File: config.mk
export PLATFORM = sky130hd
export DESIGN_NAME = alu_multicycle
export DESIGN_NICKNAME = d
export VERILOG_FILES = /design/src/rtl/alu_multicycle.sv
export SDC_FILE = /design/constraint.sdc
export NUM_CORES = 1
export LEC_CHECK = 0
export ABC_AREA = 0
export CELL_PAD_IN_SITES_DETAIL_PLACEMENT = 1
export CELL_PAD_IN_SITES_GLOBAL_PLACEMENT = 1
export CORE_MARGIN = 1
export CORE_UTILIZATION = 45
export CTS_CLUSTER_SIZE = 14
export DETAILED_ROUTE_END_ITERATION = 7
export MAX_ROUTING_LAYER = met4
export PLACE_DENSITY = 0.93
export REMOVE_ABC_BUFFERS = 1
export SLEW_MARGIN = 25
export SYNTH_ARGS = -nofsm -noshare
export SYNTH_HDL_FRONTEND = slang
export SYNTH_SLANG_ARGS = --single-unit
File: constraint.sdc
create_clock -name clk -period 5.6 [get_ports clk]
set_input_delay 0.84 -clock clk [delete_from_list [all_inputs] [get_ports clk]]
set_output_delay 0.84 -clock clk [all_outputs]
set_load 0.01 [all_outputs]
File: src/rtl/alu_multicycle.sv
// alu_multicycle: execute-stage ALU with single-cycle logic/arithmetic ops and
// iterative unsigned multiply/divide behind a start/busy/done handshake.
// All outputs are registered; busy stalls the pipeline while MULU/DIVU iterate.
module alu_multicycle #(
    parameter int WIDTH = 32,
    parameter int CNT_W = $clog2(WIDTH) + 1
) (
    input  logic             clk,
    input  logic             rst_n,
    input  logic             start,
    input  logic [3:0]       op,
    input  logic [WIDTH-1:0] a,
    input  logic [WIDTH-1:0] b,
    output logic             busy,
    output logic             done,
    output logic [WIDTH-1:0] result_lo,
    output logic [WIDTH-1:0] result_hi,
    output logic             zero,
    output logic             overflow,
    output logic             div_by_zero,
    output logic             illegal_op
);

    localparam int MSB = WIDTH - 1;

    typedef enum logic [1:0] {
        IDLE = 2'd0,
        MUL  = 2'd1,
        DIV  = 2'd2
    } state_t;

    typedef enum logic [3:0] {
        OP_AND  = 4'b0000,
        OP_OR   = 4'b0001,
        OP_ADD  = 4'b0010,
        OP_XOR  = 4'b0011,
        OP_NOR  = 4'b0100,
        OP_SLTU = 4'b0101,
        OP_SUB  = 4'b0110,
        OP_SLT  = 4'b0111,
        OP_MULU = 4'b1000,
        OP_DIVU = 4'b1001
    } op_t;

    // Architectural state
    state_t           state, state_n;
    logic             busy_n, done_n;
    logic [WIDTH-1:0] res_lo_n, res_hi_n;
    logic             zero_n, ovf_n, dbz_n, ill_n;

    // Iteration state: work_hi is the accumulator (MUL) or partial remainder (DIV);
    // work_lo holds the multiplier being shifted out (MUL) or the dividend being
    // shifted out while quotient bits shift in (DIV); operand is the latched
    // multiplicand or divisor.
    logic [CNT_W-1:0] cnt, cnt_n;
    logic [WIDTH-1:0] work_hi, work_hi_n;
    logic [WIDTH-1:0] work_lo, work_lo_n;
    logic [WIDTH-1:0] operand, operand_n;

    // Single-cycle datapath
    logic [WIDTH-1:0] sum, diff;
    logic [WIDTH-1:0] sc_lo;
    logic             sc_ovf, sc_ill;

    // Iteration datapath
    logic [WIDTH-1:0] mul_addend;
    logic [WIDTH:0]   mul_sum;
    logic [WIDTH-1:0] mul_hi, mul_lo;
    logic [WIDTH:0]   rem_shift;
    logic             div_ge;
    logic [WIDTH-1:0] div_rem, div_quo;

    assign sum  = a + b;
    assign diff = a - b;

    // Result and flags of the single-cycle operations, decoded from op
    always_comb begin
        sc_lo  = '0;
        sc_ovf = 1'b0;
        sc_ill = 1'b0;
        case (op)
            OP_AND:  sc_lo = a & b;
            OP_OR:   sc_lo = a | b;
            OP_ADD: begin
                sc_lo  = sum;
                sc_ovf = (a[MSB] == b[MSB]) && (sum[MSB] != a[MSB]);
            end
            OP_XOR:  sc_lo = a ^ b;
            OP_NOR:  sc_lo = ~(a | b);
            OP_SLTU: sc_lo = {{(WIDTH-1){1'b0}}, (a < b)};
            OP_SUB: begin
                sc_lo  = diff;
                sc_ovf = (a[MSB] != b[MSB]) && (diff[MSB] != a[MSB]);
            end
            OP_SLT:  sc_lo = {{(WIDTH-1){1'b0}}, ($signed(a) < $signed(b))};
            OP_MULU, OP_DIVU: sc_lo = '0;
            default: sc_ill = 1'b1;
        endcase
    end

    // One shift-add multiply step: {work_hi, work_lo} is the running 2*WIDTH product
    // register; the carry out of the add becomes the new top bit as it shifts right.
    always_comb begin
        mul_addend = work_lo[0] ? operand : '0;
        mul_sum    = {1'b0, work_hi} + {1'b0, mul_addend};
        mul_hi     = mul_sum[WIDTH:1];
        mul_lo     = {mul_sum[0], work_lo[WIDTH-1:1]};
    end

    // One restoring-divide step: bring in the next dividend bit, subtract the
    // divisor if it fits, and shift the resulting quotient bit into work_lo.
    always_comb begin
        rem_shift = {work_hi, work_lo[MSB]};
        div_ge    = (rem_shift >= {1'b0, operand});
        div_rem   = div_ge ? (rem_shift[MSB:0] - operand) : rem_shift[MSB:0];
        div_quo   = {work_lo[MSB-1:0], div_ge};
    end

    // FSM next-state and registered-output next values
    always_comb begin
        state_n   = state;
        busy_n    = busy;
        done_n    = 1'b0;
        res_lo_n  = result_lo;
        res_hi_n  = result_hi;
        zero_n    = zero;
        ovf_n     = overflow;
        dbz_n     = div_by_zero;
        ill_n     = illegal_op;
        cnt_n     = cnt;
        work_hi_n = work_hi;
        work_lo_n = work_lo;
        operand_n = operand;

        case (state)
            IDLE: begin
                if (start) begin
                    if (op == OP_MULU) begin
                        operand_n = a;
                        work_lo_n = b;
                        work_hi_n = '0;
                        cnt_n     = CNT_W'(WIDTH);
                        busy_n    = 1'b1;
                        state_n   = MUL;
                    end else if ((op == OP_DIVU) && (b != '0)) begin
                        operand_n = b;
                        work_lo_n = a;
                        work_hi_n = '0;
                        cnt_n     = CNT_W'(WIDTH);
                        busy_n    = 1'b1;
                        state_n   = DIV;
                    end else if (op == OP_DIVU) begin
                        // Divide by zero: all-ones quotient, dividend as remainder
                        done_n   = 1'b1;
                        res_lo_n = '1;
                        res_hi_n = a;
                        zero_n   = 1'b0;
                        ovf_n    = 1'b0;
                        dbz_n    = 1'b1;
                        ill_n    = 1'b0;
                    end else begin
                        done_n   = 1'b1;
                        res_lo_n = sc_lo;
                        res_hi_n = '0;
                        zero_n   = (sc_lo == '0);
                        ovf_n    = sc_ovf;
                        dbz_n    = 1'b0;
                        ill_n    = sc_ill;
                    end
                end
            end

            MUL: begin
                work_hi_n = mul_hi;
                work_lo_n = mul_lo;
                cnt_n     = cnt - CNT_W'(1);
                if (cnt == CNT_W'(1)) begin
                    done_n   = 1'b1;
                    busy_n   = 1'b0;
                    res_hi_n = mul_hi;
                    res_lo_n = mul_lo;
                    zero_n   = (mul_lo == '0);
                    ovf_n    = 1'b0;
                    dbz_n    = 1'b0;
                    ill_n    = 1'b0;
                    state_n  = IDLE;
                end
            end

            DIV: begin
                work_hi_n = div_rem;
                work_lo_n = div_quo;
                cnt_n     = cnt - CNT_W'(1);
                if (cnt == CNT_W'(1)) begin
                    done_n   = 1'b1;
                    busy_n   = 1'b0;
                    res_hi_n = div_rem;
                    res_lo_n = div_quo;
                    zero_n   = (div_quo == '0);
                    ovf_n    = 1'b0;
                    dbz_n    = 1'b0;
                    ill_n    = 1'b0;
                    state_n  = IDLE;
                end
            end

            default: begin
                state_n = IDLE;
                busy_n  = 1'b0;
            end
        endcase
    end

    // State and output registers; reset aborts any operation without a done pulse
    always_ff @(posedge clk or negedge rst_n) begin
        if (!rst_n) begin
            state       <= IDLE;
            busy        <= 1'b0;
            done        <= 1'b0;
            result_lo   <= '0;
            result_hi   <= '0;
            zero        <= 1'b0;
            overflow    <= 1'b0;
            div_by_zero <= 1'b0;
            illegal_op  <= 1'b0;
            cnt         <= '0;
            work_hi     <= '0;
            work_lo     <= '0;
            operand     <= '0;
        end else begin
            state       <= state_n;
            busy        <= busy_n;
            done        <= done_n;
            result_lo   <= res_lo_n;
            result_hi   <= res_hi_n;
            zero        <= zero_n;
            overflow    <= ovf_n;
            div_by_zero <= dbz_n;
            illegal_op  <= ill_n;
            cnt         <= cnt_n;
            work_hi     <= work_hi_n;
            work_lo     <= work_lo_n;
            operand     <= operand_n;
        end
    end

endmodule

After elaboration in Yosys (flattened, before gate mapping) --
Cells that the tools add are included.
Storage, ports and cells: flip-flop bits (word level) 174, word-level logic and storage cells 138, output and inout bits 70
Cells by class: order comparisons 3, equal/unequal tests 23, muxes and demuxes 70, reductions and logical operators 20, add/subtract/negate cells 5, bitwise gates (word level) 4
Operators by type and width (number):
- $mux W32 | 22
- $pmux W32 S3 | 4
- $pmux W32 S8 | 1
- $logic_not A32 Y1 | 3
- $lt A32 B32 Y1 | 2
- $sub A32 B32 Y32 | 2
- $add A32 B32 Y33 | 1
- $ge A33 B32 Y1 | 1
- $add A32 B32 Y32 | 1
- $and A32 B32 Y32 | 1
- $not A32 Y32 | 1
- $or A32 B32 Y32 | 1
- $reduce_bool A32 Y1 | 1
- $xor A32 B32 Y32 | 1
- $mux W1 | 27
- $mux W6 | 3
- $eq A4 B3 Y1 const B | 4
- $pmux W1 S2 | 6
- $pmux W6 S2 | 1
- $reduce_and A3 Y1 | 4
- $ne A2 B2 Y1 const B | 5
- $reduce_or A10 Y1 | 1
- $eq A4 B2 Y1 const B | 2
- $eq A4 B4 Y1 const B | 2
- other kinds (20) | 28

Depth between registers and ports, before layout --
Gate-level depths: netlist (run 1).
depth after elaboration 9, mapped depth 16

Least setup slack after synthesis (run 1) --
No wires, ideal clock.
kind input -> register, start point input port a[0], end point register zero, stages 15, data required time 5.508 ns, path slack 1.538 ns, data arrival time 3.970 ns, cell sequence ha_1 -> inv_1 -> fa_1 -> nand2b_1 -> a2111oi_0 -> o21bai_1 -> a221o_1 -> a221oi_1 -> and4_4 -> nand4b_2 -> nor4_2 -> nand4b_1 -> nor4b_2 -> nand3b_1 -> o31ai_2
On the way: word-level cells in the longest chain between the ends 9
RTL lines:
- from (decl) | line 12 | input logic [WIDTH-1:0] a,
- branches (longest 2 deep; another with $sub A32 B32 Y32)
- $pmux W32 S8 (*) | line 81 | case (op)
- $logic_not A32 Y1 (*) | line 165 | zero_n = (sc_lo == '0);
- $mux W1 (*) | line 152 | end else if (op == OP_DIVU) begin
- $mux W1 (*) | line 145 | end else if ((op == OP_DIVU) && (b != '0)) begin
- $mux W1 (*) | line 138 | if (op == OP_MULU) begin
- $mux W1 (*) | line 137 | if (start) begin
- $pmux W1 S3 (*) | line 135 | case (state)
- to (signal assigned) | line 236 | zero <= zero_n;
- to (decl) | line 18 | output logic zero,
Mark *: on every way between the ends. The select of a mux whose other input is x is not followed. A chain may end at the register's enable or synchronous reset.

Final worst setup path (run 1) --
start point input port b[0], end point register zero
On the way: word-level cells in the longest chain between the ends 9
RTL lines:
- from (decl) | line 13 | input logic [WIDTH-1:0] b,
- branches (longest 9 deep; another with $sub A32 B32 Y32)
Several ways; the timed one is not identified. The select of a mux whose other input is x is not followed.

==> flow_summary.json, run 1 <==
{
  "critical_path.slowest_cell": "sky130_fd_sc_hd__clkdlybuf4s50_1",
  "power_frac_seq": 0.262,
  "pre_repair_dr_iteration_count": 6,
  "netSwitchingFraction": 0.513,
  "power.net_switching_w": 0.00429,
  "die_h_microns": 202,
  "crit_path_start_kind": "input port",
  "power.static_leakage_nw": 9.30,
  "endpoint_kind": "flop",
  "rsz0062_at_grt": "false",
  "post_synth_edffs": 0,
  "drt-vias-per-instance": 6.85,
  "power_density_nw_per_um2": 404,
  "post-route-min-period_ns": 5.05,
  "asyncSetResetFlopFracSynth": 1.00,
  "numClockSinks": 174,
  "run_status": "finished, final reports clean",
  "multi_input_area_sq_um": 12400,
  "finish.utilization": 0.530,
  "clkPwrFrac": 0.144,
  "synth_cell_types": 110,
  "worst-setup-path-type": "input port to flop",
  "yosysWarnings": 0,
  "worst_clock_skew_ns": 0.0136,
  "io-pin-count": 141,
  "routed-via-count": 20675,
  "gp_congestion": 1.03,
  "post_cts_resize_count": 0,
  "cts_hold_repair.buffers": 0,
  "detail-route-antenna-nets": 0,
  "yosysSeqAreaShare": 0.243,
  "fin_crit_sh": 0.903,
  "maxSlewViolCount": 0,
  "gr-total-overflow": 0,
  "final-hold-violation-count": 0,
  "number_of_antenna_violations_at_the_first_check_in_global_routing": 2,
  "yosysMostFrequentCell": "sky130_fd_sc_hd__nand2_1",
  "drc": 0,
  "sequential_cell_area_sq_um": 4350,
  "post_drt_wl_per_cell_microns": 27.4,
  "flow.area_growth_from_synthesis_pct": 15.3,
  "worst_voltage_drop_across_the_vdd_grid_uv": 291,
  "grt.total_usage": 0.416,
  "crit_path_max_cell_delay_ns": 0.58,
  "cp_required_ns": 5.98,
  "dp_hpwl_microns": 62200,
  "netlist.area_leader.share": 0.243,
  "synthesis.area_per_instance_sq_um": 7.55,
  "final.hold.worst_slack_ns": 0.441,
  "initial_util": 0.460,
  "timing_worst_slew_pin_value_ns": 1.06,
  "slew_headroom": 0.292,
  "rows": 72,
  "synth.top_cells.by_count": "sky130_fd_sc_hd__nand2_1, sky130_fd_sc_hd__nor2_1, sky130_fd_sc_hd__a21oi_1",
  "layout-drive-gt1-share": 0.0780,
  "die_area_sq_um": 40700,
  "floorplan_die_width_microns": 202,
  "number_of_global_route_vias_before_repair": 21116,
  "cap_violations": 0,
  "synthCells": 2377,
  "largest_cells_by_area_after_synthesis": "sky130_fd_sc_hd__dfrtp_1, sky130_fd_sc_hd__ha_1, sky130_fd_sc_hd__nand2_1",
  "core_area_sq_um": 39000,
  "drt_wl_total_microns": 82800,
  "synth.cell_area_sq_um": 17900,
  "grt_pass1_wl_microns": 126000,
  "synth_top_flop_cell": "sky130_fd_sc_hd__dfrtp_1",
  "h-tree-depth": 4,
  "maxClockFrequency_mhz": 198,
  "worst_setup_hold_path_clk_slew_ns": 0.08,
  "cts_inserted_buffers": 17,
  "post_cts_buffers": 0,
  "postSynthRegisterBits": 174,
  "first_iter_violations": 2122,
  "hold_class": "input port to async pin",
  "critical_path_arrival_ns": 5.44,
  "final-setup-viol-count": 0,
  "yosysTopAreaCell": "sky130_fd_sc_hd__dfrtp_1",
  "grt_max_degree": 90,
  "p_int_w": 0.00407,
  "later_pin_clock_latency_in_the_skew_report_ns": 0.48,
  "ordered_list_of_cells_on_the_worst_path": "clkdlybuf4s50_1 > ha_1 > inv_1 > fa_1 > nand2b_1 > a2111oi_0 > o21bai_1 > a221o_1 > a221oi_1 > and4_4 > nand4b_2 > nor4_2 > nand4b_1 > nor4b_2 > nand3b_1 > o31ai_2",
  "timing.setup.tns_ns": 0,
  "comb_power_share": 0.594,
  "highest_fanout_seen_on_the_critical_path": 6,
  "cts_root_buffer": "sky130_fd_sc_hd__clkbuf_16",
  "count_of_port_buffers_added_during_placement": 140,
  "ctsLongestPathBuffers": 2,
  "final_nets": 2728,
  "filler_instances": 4832,
  "tritoncts": "done"
}
[path summary, 6_finish.rpt]
kind	start	to	slack, ns	cells after the start
max	b[0]	zero	0.55	16
min	rst_n	result_hi[26]	0.44	1
max reg2reg	work_lo[0]	work_hi[29]	0.96	14
min reg2reg	result_hi[17]	result_hi[17]	0.48	2
max in group asynchronous	rst_n	result_lo[12]	3.87	2
min in group clk	result_hi[17]	result_hi[17]	0.48	2
[per-layer routing]
layer / vias up / GRT usage / wire [microns]
li1: 8851 / - / -
met1: 10198 / 0.514 / 32500
met2: 1278 / 0.639 / 37200
met3: 348 / 0.0643 / 7650
met4: 0 / 0.252 / 5400
met5: - / - / 0
[cells by family after synthesis]
logic type / count (synthesis) / share of synthesized area
buffers and inverters: 291 / 0.0678
and+or+nand+nor: 809 / 0.210
muxes: 27 / 0.0154
DFF: 174 / 0.243
AOI/OAI and AO/OA: 847 / 0.315
xor gates and xnor gates: 59 / 0.0288
adders and majority gates: 170 / 0.120
[cell usage in the layout, fill, tap and decap left out, drive strengths merged, types with 16 or more instances in the layout]
cell type / Yosys / routed
clkdlybuf4s50: 0 / 138
and2: 40 / 40
a21o: 48 / 48
o21ai: 214 / 214
clkbuf: 119 / 21
dfrtp: 174 / 174
nor2: 248 / 248
a31oi: 57 / 57
a221o: 36 / 36
xor2: 23 / 23
nand2b: 26 / 26
a211oi: 26 / 26
nor2b: 21 / 21
o31ai: 31 / 31
buf: 23 / 94
a22o: 20 / 20
xnor2: 36 / 36
ha: 166 / 166
o22ai: 17 / 17
nand4: 22 / 22
nor4: 24 / 24
a221oi: 31 / 31
o21bai: 21 / 21
mux2i: 22 / 22
inv: 149 / 153
nor3: 55 / 55
o211ai: 16 / 16
nand2: 276 / 276
nand3: 29 / 29
a21oi: 206 / 206
[power groups by stage]
stage | Combinational [W] | Sequential, W | Clock, W
floorplan | 0.00274 | 0.00211 | 0
global placement | 0.00454 | 0.00214 | 0
detailed placement | 0.00475 | 0.00217 | 0
CTS | 0.00483 | 0.00216 | 0.00120
global route | 0.00526 | 0.00223 | 0.00124
finish | 0.00496 | 0.00219 | 0.00121
[registers in the layout, indices dropped and copies added (netlist names)]
| register | cells |
|---|---|
| illegal_op | 1 |
| work_lo | 32 |
| div_by_zero | 1 |
| busy | 1 |
| result_hi | 32 |
| zero | 1 |
| result_lo | 32 |
| state | 2 |
| work_hi | 32 |
| overflow | 1 |
| operand | 32 |
| cnt | 6 |
| done | 1 |
[through the flow]
| stage | total power [W] | instance area, sq um | setup slack [ns] | std cells |
|---|---|---|---|---|
| after global routing | 0.00872 | 20700 | 0.281 | 3018 |
| after floorplan | 0.00485 | 17300 | -0.775 | 2235 |
| final | 0.00836 | 20700 | 0.545 | 3019 |
| after global placement | 0.00667 | 20100 | 0.391 | 2985 |
| after detailed placement | 0.00692 | 20100 | 0.171 | 2986 |
| after CTS | 0.00819 | 20700 | 0.652 | 3017 |
[final cells by class]
cell class / instances / share of cell area
Multi-Input combinational cell: 1912 / 0.602
Inverter: 149 / 0.0270
Sequential cell: 174 / 0.211
Clock buffer: 20 / 0.0221
Clock inverter: 11 / 0.00411
Tap cell: 518 / 0.0313
Antenna cell: 2 / 0.000242
Timing Repair Buffer: 233 / 0.103
[worst max-delay path, delay by kind of cell]
| kind | cells | cell delay, ns |
|---|---|---|
| AOI/OAI and AO/OA | 5 | 1.53 |
| adders and majority gates | 2 | 0.75 |
| buffers and inverters | 2 | 0.68 |
| and+or+nand+nor | 7 | 1.63 |
No activity file was read; power rests on OpenSTA's default activity.
==> run 2, diff against run 1 <==
--- a/config.mk
+++ b/config.mk
@@ -6,6 +6,7 @@
 export NUM_CORES = 1
 export LEC_CHECK = 0
 export ABC_AREA = 0
+export CAP_MARGIN = 10
 export CELL_PAD_IN_SITES_DETAIL_PLACEMENT = 1
 export CELL_PAD_IN_SITES_GLOBAL_PLACEMENT = 1
 export CORE_MARGIN = 1
==> results of run 2 <==
Final layout, timing and power as in run 1 (identical DEF).
